### src/rtl/ctrl_pipe_reg.sv
// Generic pipeline stage register with a ready/valid handshake and a 2-entry skid buffer.
// in_ready is registered, so stalling the upstream stage never sees a combinational path from out_ready.
module ctrl_pipe_reg #(
    parameter int                 WIDTH  = 4,
    parameter logic [WIDTH-1:0]   BUBBLE = '0
) (
    input  logic             clk,
    input  logic             rst_n,
    input  logic             flush,
    input  logic             in_valid,
    output logic             in_ready,
    input  logic [WIDTH-1:0] din,
    output logic             out_valid,
    input  logic             out_ready,
    output logic [WIDTH-1:0] dout,
    output logic [1:0]       level
);

    typedef enum logic [1:0] {
        EMPTY = 2'd0,
        ONE   = 2'd1,
        FULL  = 2'd2
    } state_t;

    state_t           state_reg;
    logic [WIDTH-1:0] m_reg;
    logic [WIDTH-1:0] s_reg;
    logic             in_ready_reg;
    logic             out_valid_reg;

    logic acc;
    logic pop;

    assign acc = in_valid & in_ready_reg & ~flush;
    assign pop = out_valid_reg & out_ready & ~flush;

    always_ff @(posedge clk or negedge rst_n) begin
        if (!rst_n) begin
            state_reg     <= EMPTY;
            m_reg         <= BUBBLE;
            s_reg         <= BUBBLE;
            in_ready_reg  <= 1'b1;
            out_valid_reg <= 1'b0;
        end else if (flush) begin
            state_reg     <= EMPTY;
            m_reg         <= BUBBLE;
            s_reg         <= BUBBLE;
            in_ready_reg  <= 1'b1;
            out_valid_reg <= 1'b0;
        end else begin
            case (state_reg)
                EMPTY: begin
                    if (acc) begin
                        m_reg         <= din;
                        state_reg     <= ONE;
                        out_valid_reg <= 1'b1;
                    end
                end
                ONE: begin
                    if (acc && pop) begin
                        m_reg <= din;
                    end else if (acc) begin
                        // Second entry parks in the skid register; M keeps the older one.
                        s_reg        <= din;
                        state_reg    <= FULL;
                        in_ready_reg <= 1'b0;
                    end else if (pop) begin
                        m_reg         <= BUBBLE;
                        state_reg     <= EMPTY;
                        out_valid_reg <= 1'b0;
                    end
                end
                FULL: begin
                    if (pop) begin
                        m_reg        <= s_reg;
                        s_reg        <= BUBBLE;
                        state_reg    <= ONE;
                        in_ready_reg <= 1'b1;
                    end
                end
                default: begin
                    state_reg     <= EMPTY;
                    m_reg         <= BUBBLE;
                    s_reg         <= BUBBLE;
                    in_ready_reg  <= 1'b1;
                    out_valid_reg <= 1'b0;
                end
            endcase
        end
    end

    assign in_ready  = in_ready_reg;
    assign out_valid = out_valid_reg;
    assign dout      = m_reg;
    assign level     = 2'(state_reg);

endmodule

### config.mk
export PLATFORM = sky130hd
export DESIGN_NAME = ctrl_pipe_reg
export DESIGN_NICKNAME = d
export VERILOG_FILES = /design/src/rtl/ctrl_pipe_reg.sv
export SDC_FILE = /design/constraint.sdc
export NUM_CORES = 1
export LEC_CHECK = 0
export CAP_MARGIN = 30
export CORE_AREA = 2 2 42 63
export CTS_CLUSTER_DIAMETER = 30
export DETAILED_ROUTE_END_ITERATION = 10
export DIE_AREA = 0 0 44 65
export PLACE_DENSITY_LB_ADDON = 0.3
export SYNTH_ARGS = -nofsm -noshare
export SYNTH_HDL_FRONTEND = slang
export SYNTH_SLANG_ARGS = --single-unit
### constraint.sdc
create_clock -name clk -period 3.7 [get_ports clk]
set_input_delay 0.74 -clock clk [delete_from_list [all_inputs] [get_ports clk]]
set_output_delay 0.74 -clock clk [all_outputs]
set_load 0.01 [all_outputs]
==> metrics list, run 1 <==
* Starting utilization of the core area: 0.292
- In the final layout, the share of cells above drive strength 1 is 0.0920.
* Launching element type of the critical path: register
- Cell count after placement: 107
- In the routed layout, each cell is associated on average with a via count of 5.27.
- In this run the register-to-register setup slack is 1.92 ns.
- The tree is rooted in a clkbuf_4.
- The tree built by TritonCTS fans out to 12 sinks.
- Largest net degree at the start of global routing: 16
* Slowest cell on crit path: dfrtp_1
* Clock Skews: 0.00120 ns
- Post-synthesis instance area: 692 um^2
- The die covers 2860 um^2.
- Maximum vdd drop: 0.184 mV
- Of the total synthesized cell area, the portion taken by XOR and XNOR cells is 0.
- Transition time at the pin with the least slew margin: 0.560 ns
* Aggregate global-route resource usage: 0.122
- The die is 65 um tall.
- The area growth from synthesis to layout is 29.8%.
* Ranking of synthesized cells by instance count: 11 x dfrtp_1, 9 x mux2i_1, 9 x nand2_1
- Post-placement setup slack: 1.35 ns
- Final Routed Wirelength: 1560 um
* Ratio of final minimum period to clock period: 0.623
* Clock latency at the later pin of the worst-skew pair: 0.27 ns
* Number of buffers inserted for hold repair after clock tree synthesis: 0
- For this run, the post-layout net count is 97.
- Initial antenna violation count: 0
* Clock slew at reported path FFs: 0.07 ns
- Setup ws final: 1.39 ns
* Total CTS buffers: 3
- The total overflow left after global routing is 0.
- Pleak: 0.369 nW
- In this run the critical register-to-register path is launched from level[1].
- Shortest clock period the worst path allows after layout: 2.31 ns
- On the worst path, the slowest cell contributes a delay of 0.66 ns.
* Sequential share of the synthesized area: 0.436
- Number of routed nets with antenna violations: 0
- For this run, design rule violations remaining after detail routing come to 0.
- The startpoint identified for the worst hold timing path is dout[3].
- Number of global-route vias before repair: 603
- Top cell type by total area after synthesis: dfrtp_1
- Of the total synthesized cell area, the portion taken by AND, OR, NAND and NOR gates is 0.186.
- The run finished with clean final reports.
- Number of port buffers: 16
- Final Wtd Congestion: 0.768
- The synthesized design contains 0 enable-type register cells.
- Final number of max-transition violations: 0
- The first global-routing pass estimated 2530 um of wire.
- Total negative setup slack: 0 ns
- The number of nets handed over by synthesis was 78.
* Class of the tightest hold or removal check: reg -> reg
- Detailed-router iteration count before antenna repair: 4
- The area fraction in compound gates after synthesis is 0.212.
- Finish-stage setup viols: 0
- Of the total synthesized cell area, the portion taken by full adders, half adders and majority gates is 0.
- Setup repair after global routing left no endpoint under its margin.
- Measured in cells, the most critical reg-to-reg path has a length of 4.
- Count of warnings emitted by yosys: 0
- Reg-to-reg critical path endpoint: dout[0]
* Register bit total from synthesis: 12
* Max transition margin: 0.625
- In the final routed layout, each cell accounts on average for 14.1 um.
* Peak clock frequency supported by timing: 434 MHz
* HPWL Detailed: 1200 um
- Number of distinct library cells after synthesis: 24
- Total via count after detailed routing: 585
- The number of hold violations in the final report is 0.
- Chip Width: 44 um
* Number of buffers and inverters on the critical path: 1
- Cell family with most CP delay: flip-flops
* Chain of cells forming the critical path: clkdlybuf4s50_1
- Number of standard cells after synthesis: 69
* Number of cells in the finished layout apart from fillers: 111
* Largest family of logic cells by synthesized area: compound AO/OA/AOI/OAI gates
* Endpoint of the worst hold path: dout[3]
* Buffer levels on the longest clock path: 2
- Number of cells on the worst hold path: 1
- Core Rows: 22
- Category of the critical setup timing path: reg -> out
- During I/O placement, the number of pins put on the boundary was 17.
* Async SR Flop Fraction: 1.00
- In the synthesized netlist the dominant register cell turns out to be dfrtp_1.
- CTS-repair resized insts: 0
* H-tree depth reported by CTS: 1
* Count of buffers added by post-CTS timing repair for setup: 0
* Worst endpoint required time: 2.96 ns
- Max FO, Critical Path: 14
- TritonCTS built the clock tree.
* WP data arrival: 1.57 ns
- Multiplexer fraction of the synthesized cell area: 0.130
* Type of destination of the critical path: output pin
* Max-cap viol count: 0
- In the post-synthesis netlist, the cell with the most instances is dfrtp_1.
- Averaged over all synthesized cells, the footprint is 10.0 um^2.
* Drt first-iter violations: 7
* Main area contributors after synthesis: dfrtp_1 40%, mux2i_1 13%, a22o_1 5.1%
- For this run, the share of the core covered by cells in the final layout is 0.379.
- The number of antenna diodes in the final layout is 0.
- Core area: 2370 um^2
- Power density over cell area: 417 nW/um^2
- Proportion of netlist area held by the largest area contributor: 0.398
cell usage in the layout, fill, tap and decap left out:
master / netlist / routed
o21bai_1: 3 / 3
and2_1: 1 / 1
o21bai_2: 1 / 1
clkbuf_4: 0 / 3
dfstp_2: 1 / 1
a21oi_1: 4 / 4
a31oi_1: 1 / 1
o2bb2ai_1: 4 / 4
inv_1: 4 / 4
and3_1: 1 / 1
nand3_1: 3 / 3
a21oi_2: 1 / 1
nor2_1: 1 / 1
and3b_1: 1 / 1
a22o_1: 4 / 4
clkbuf_1: 0 / 1
nor3_1: 2 / 2
nand2_1: 9 / 9
clkdlybuf4s50_1: 0 / 16
dfrtp_1: 11 / 11
mux2i_1: 9 / 9
a21o_1: 1 / 1
nor2b_1: 1 / 1
nand3b_1: 1 / 1
nor3b_2: 2 / 2
or3_1: 1 / 1
through the flow:
stage	hold WS, ns	area (um^2)	power, mW
after floorplan	0.444	692	0.239
after global placement	0.496	872	0.291
after detailed placement	0.497	872	0.292
after CTS	0.519	898	0.380
after global routing	0.530	898	0.399
final	0.510	898	0.374
where the power goes:
group          internal (mW)  switching [mW]
logic                 0.0638          0.0535
clock network         0.0418          0.0441
registers              0.148          0.0228
total                  0.254           0.120
worst max-delay path by stage:
stage | start | cells after the start | endpoint | slack, ns
after global routing | level[1] | 1 | level[1] | 1.30
after global placement | flush | 5 | dout[0] | 1.39
after floorplan | in_valid | 4 | dout[0] | 2.01
after CTS | level[1] | 1 | level[1] | 1.39
after detailed placement | flush | 5 | dout[0] | 1.35
final | level[1] | 1 | level[1] | 1.39
area by class of cell:
class                   count  area (um^2)
clock buffers               4         26.3
repair buffers             16          160
flip-flops and latches     12          302
fillers                   248         1470
well taps                  24         30.0
multi-input cells          51          365
inverters                   4         15.0
metal layers:
metal | wire [um] | global-route usage | share of wire
met1 | 629 | 0.129 | 0.40
met2 | 813 | 0.208 | 0.52
met3 | 86 | 0.0195 | 0.055
met4 | 34 | 0.0871 | 0.022
met5 | 0 | 0 | 0
logic make-up (layout without fill, tap and decap cells):
| logic type | after synthesis | count (layout) |
|---|---|---|
| muxes | 9 | 9 |
| and+or+nand+nor | 23 | 23 |
| DFF | 12 | 12 |
| AOI/OAI and AO/OA | 19 | 19 |
| buffers and inverters | 6 | 24 |
No activity file was read; power rests on OpenSTA's default activity.
==> inputs of run 2 (changes only) <==
Clock period 3.7 ns to 2.3 ns, I/O delays scaled along.
==> run 2 against run 1 <==
Effect of this change: sequential share of layout area is 1.2 points lower; non-clock buffer count is 3 higher; cell area grew 3.6%; clock power grew 100%; wire length shrank 0.45%; final cell count is 2.7% higher; sequential power up 59%; clock skew increased by 0.0043 ns; clock-buffer cell count did not move.
==> metrics list, run 2 (synthesized netlist as in run 1, its figures left out) <==
* Clock Tree Root: clkbuf_4
- Number of buffers inserted for hold repair after clock tree synthesis: 0
- Max transition margin: 0.614
- Critical R2R Launch: level[1]
- CTS-repair resized insts: 0
* Slowest cell on crit path: dfrtp_1
- For the final routed database, the setup TNS stands at 0 ns.
- The critical path is of the reg -> out type.
* IO Count: 17
- Based on the critical path, the design can be clocked at up to 504 MHz.
- VDD sags by at most 0.264 mV.
- Between clock sinks in the finished design, the worst skew comes to 0.00555 ns.
- HPWL Detailed: 1170 um
- In this run the vertical extent of the chip is 65 um.
- Total CTS buffers: 3
- For this run, the detailed router's first-pass iteration total came to 4.
- Post-detailed-route via-to-cell ratio: 5.34
* Most frequent standard cell in the layout excluding fill and tap cells: clkdlybuf4s50_1
* Count of buffers added by post-CTS timing repair for setup: 0
- Combined area of the multi-input logic cells: 365 um^2
* Initial antenna violation count: 0
- In the routed design, unresolved DRC markers number 0.
- Clock latency at the later pin of the worst-skew pair: 0.28 ns
- In the final layout, the share of cells above drive strength 1 is 0.133.
- Average wire per cell in the routed design: 13.7 um
* Cell count after placement: 110
- Clock-pin slew was measured on the worst setup and hold paths at 0.08 ns.
- Shortest clock period the worst path allows after layout: 1.99 ns
* Clock tree from TritonCTS: built
- CTS built an H-tree with a depth of 1.
- Finish-stage setup viols: 0
- The tree built by TritonCTS fans out to 12 sinks.
* Number of buffers and inverters on the critical path: 1
- Largest net degree at the start of global routing: 16
* Final Hold Vio Count: 0
- Final Routed Wirelength: 1560 um
- WP data arrival: 1.53 ns
* Overall Power: 0.643 mW
* Post-placement setup slack: 0.283 ns
* Global-route wire length before repair: 2570 um
- In the global route stage, overall resource usage came out at 0.124.
* Setup ws final: 0.315 ns
* Transition time at the pin with the least slew margin: 0.577 ns
- Number of cells in the finished layout apart from fillers: 114
- Delay of the slowest cell on the worst path: 0.62 ns
- Core area: 2370 um^2
- Final hold analysis gives a worst-case slack of 0.511 ns.
* Launching element type of the critical path: register
- Across the whole layout, storage elements account for 302 um^2.
- Overflow left after global routing: 0
- Fillers: 243
- In this run the deepest clock path goes through 2 buffers.
* Starting utilization of the core area: 0.292
- The congestion estimate from routability-driven global placement came to 0.761.
- Across all layers, the routed design uses 609 vias.
- Critical path startpoint: level[0]
- Number of port buffers: 16
* Final number of max-transition violations: 0
* Cell family with most CP delay: flip-flops
- Type of destination of the critical path: output pin
- Once detail routing completed, the nets flagged for antenna violations numbered 0.
* Core Rows: 22
- Pleak: 0.390 nW
- From synthesis to final layout, the design area changed by 34.5%.
* Ratio of final minimum period to clock period: 0.863
* Final-stage net count: 100
- For the worst setup path, the data required time is 1.84 ns.
- Drt first-iter violations: 12
- Number of antenna cells inserted: 0
* Startpoint of the most critical hold path: dout[2]
- The critical path goes through clkdlybuf4s50_1.
- Top library cells by usage in the layout, fill and taps aside: 16 x clkdlybuf4s50_1, 11 x dfrtp_1, 9 x nand2_1, 9 x mux2i_1
- The die is 44 um wide.
* Number of global-route vias before repair: 552
- Max-cap violations in this run came to 0.
* Result of the run: complete, no violations
- The path class of the tightest hold or removal check is reg -> reg.
- Max FO, Critical Path: 15
- Die area: 2860 um^2
- For this design the ratio of total power to cell area is 691 nW/um^2.
* RSZ-0062 raised after global routing: no
run 2: power breakdown:
group	internal, mW	total (mW)	switching [mW]
Sequential	0.239	0.272	0.0335
Clock	0.0964	0.172	0.0752
Combinational	0.108	0.199	0.0916
Total	0.443	0.643	0.200
run 2: worst paths after layout:
path,endpoint,slack [ns],cells after the start
worst max-delay path,level[0],0.31,1
worst min-delay path,dout[2],0.51,1
worst max register to register,dout[3],0.66,5
worst min register to register,dout[2],0.51,1
max in group asynchronous,dout[0],1.38,1
min in group asynchronous,s_reg[2],0.54,1
run 2: final cells by class:
cell class | count | share of cell area
repair buffers | 19 | 0.196
inverters | 4 | 0.0161
flip-flops and latches | 12 | 0.324
well taps | 24 | 0.0323
clock buffers | 4 | 0.0390
multi-input cells | 51 | 0.392
run 2: worst reg2reg max path: stages (launching register included):
cell     delay (ns)
dfrtp_1        0.48
buf_4          0.21
and3_1         0.15
or3_1          0.33
a21oi_2        0.23
a22o_1         0.18
run 2: routing by layer:
metal	up-vias	part of all wire	GRT usage
met1	285	0.41	0.153
met5	-	0	0
li1	293	-	-
met2	26	0.48	0.191
met4	0	0.033	0.0909
met3	5	0.069	0.0167
run 2: through the flow:
stage | util | instance area (um^2)
after floorplan | - | 692
after global placement | 0.378 | 895
after detailed placement | 0.378 | 895
after CTS | 0.393 | 931
after global routing | 0.393 | 931
final | 0.393 | 931
==> inputs of run 3 (changes only) <==
Settings changed: CTS_CLUSTER_SIZE from default to 28.
==> results of run 3 <==
Same layout as run 2: the final DEF is identical, and so are final timing and power.
==> RTL change: new RTL, flow settings as in run 3 <==
The parameter `WIDTH` goes from 4 to 5.
--- a/src/rtl/ctrl_pipe_reg.sv
+++ b/src/rtl/ctrl_pipe_reg.sv
@@ -1,7 +1,7 @@
 // Generic pipeline stage register with a ready/valid handshake and a 2-entry skid buffer.
 // in_ready is registered, so stalling the upstream stage never sees a combinational path from out_ready.
 module ctrl_pipe_reg #(
-    parameter int                 WIDTH  = 4,
+    parameter int                 WIDTH  = 5,
     parameter logic [WIDTH-1:0]   BUBBLE = '0
 ) (
     input  logic             clk,
Interface: changed (resized din and dout); port bits go from 17 to 19. The function was not compared with the original's and may differ.
==> RTL change against run 3 <==
Sequential cell count is 2 higher; highest routed layer unchanged; sequential power is 17% higher; setup slack better by 41 ps; design area is 12% higher; routed wire length is 15% higher; clock skew is 2.9 ps lower; via count is 9.5% higher; total power is 15% higher; critical endpoint unchanged; synthesized area is 14% higher.
==> RTL change: results (changes against run 3) <==
[synthesis]
synth_cell_types=27  ; +13%
syn-num-nets=86  ; +10%
synth_common_cells=dfrtp_1 (13), a21oi_1 (9), nand2_1 (7)
ys_top_cells_by_area=dfrtp_1 (41%), mux2i_1 (6.4%), a21oi_1 (5.7%)
yosys_warnings=0  ; unchanged
syn_inst=76  ; +10%
ys_seq_area_share_pct=44.7  ; +1.2 points

[setup_path]
path_delay_family=buffers and inverters
critPathArrivalTime_ps=1480  ; -50 ps
r2r-start=level[1]$_DFFE_PN0P_
crit_fanout=13  ; -2
r2r-end=dout[2]$_DFFE_PN0P_
worstSetupEndpoint=level[0]
cp_slowest_cell=clkdlybuf4s50_1
r2r_slack_ps=540  ; -120 ps
rr_worst_depth=5  ; unchanged
cpPeakStageDelay_ps=610

[drt]
first_pass_iters=3  ; -1
drt_iter0_drc=11  ; -1
wl_mm=1.79  ; +15%
viasPerCell=5.47  ; +2.3%
dr_wl_met2_um=899  ; +19%
num_vias=667  ; +9.5%
m1WireLength_um=776  ; +21%
wl_met3_um=68  ; -37%

[global_routing]
grt_max_degree=15  ; -1
grt_pass1_vias=698  ; +26%
grtUsageTotal_pct=14.3  ; +1.9 points
grt_pass1_wl_mm=3.04  ; +18%

[clock_network]
post_cts_resized=0  ; unchanged
htreeDepth=1  ; unchanged
clkLatencyLatePin_ps=280  ; about the same
cts_buffers=3  ; unchanged
path_clk_slew_ps=90

[run_status]
status=complete, no violations

[layout]
drive_above_1_share_pct=14.3  ; +0.95 points
nets=109  ; +9.0%
n_antenna_cell=0  ; unchanged

[place]
place_area_mm2=0.00101  ; +12%
io_buffer_count=18  ; +2
dp.final_hpwl_mm=1.33  ; +14%
post-place-ws_ps=182  ; -101 ps
place_congestion=0.800  ; +5.1%
place_inst=118  ; +7.3%

[sta]
whs_ps=500  ; -10.8 ps
slew_headroom_pct=56.4  ; -5.0 points
fmax_mhz=514  ; +2.1%
clock-skew-final_ps=2.60  ; -2.95 ps

[hold_path]
hold_class=register to register
min_from=dout[3]$_DFFE_PN0P_
holdPathEnd=dout[3]$_DFFE_PN0P_

[power]
p_leak_nw=0.423  ; +8.4%
ir_worst_vdd_mv=0.279  ; +5.4%

## RTL change: cell types whose count changed after synthesis, sizes merged, moves of 2 or more
cell and delta:
mux2i -4, clkbuf +2, a21oi +4, o21ai +5, dfrtp +2, mux2 +5, nor3b -2, a22o -4
nand2 -2, inv -4
## RTL change: cells by family after synthesis
kind of cell,Yosys count,share of synthesized area (%)
compound gates,25,21.0
buf+inv,3,1.59
flops,14,44.7
mux,10,13.5
simple gates,24,19.1
## RTL change: where the power goes
part           internal, mW  switching (mW)
clock network        0.0963          0.0841
logic                 0.133           0.110
registers             0.281          0.0361
total                 0.511           0.230
## RTL change: layout make-up
type / instances / area [µm²]
multi-input cells: 59 / 422
well taps: 24 / 30.0
clock buffers: 4 / 36.3
repair buffers: 21 / 203
flip-flops and latches: 14 / 352
fillers: 225 / 1330
## RTL change: layer usage
metal / GRT usage (%) / vias to the layer above
met5: 0 / -
met4: 10.2 / 0
met3: 1.95 / 4
met2: 24.1 / 18
met1: 15.9 / 321
li1: - / 324
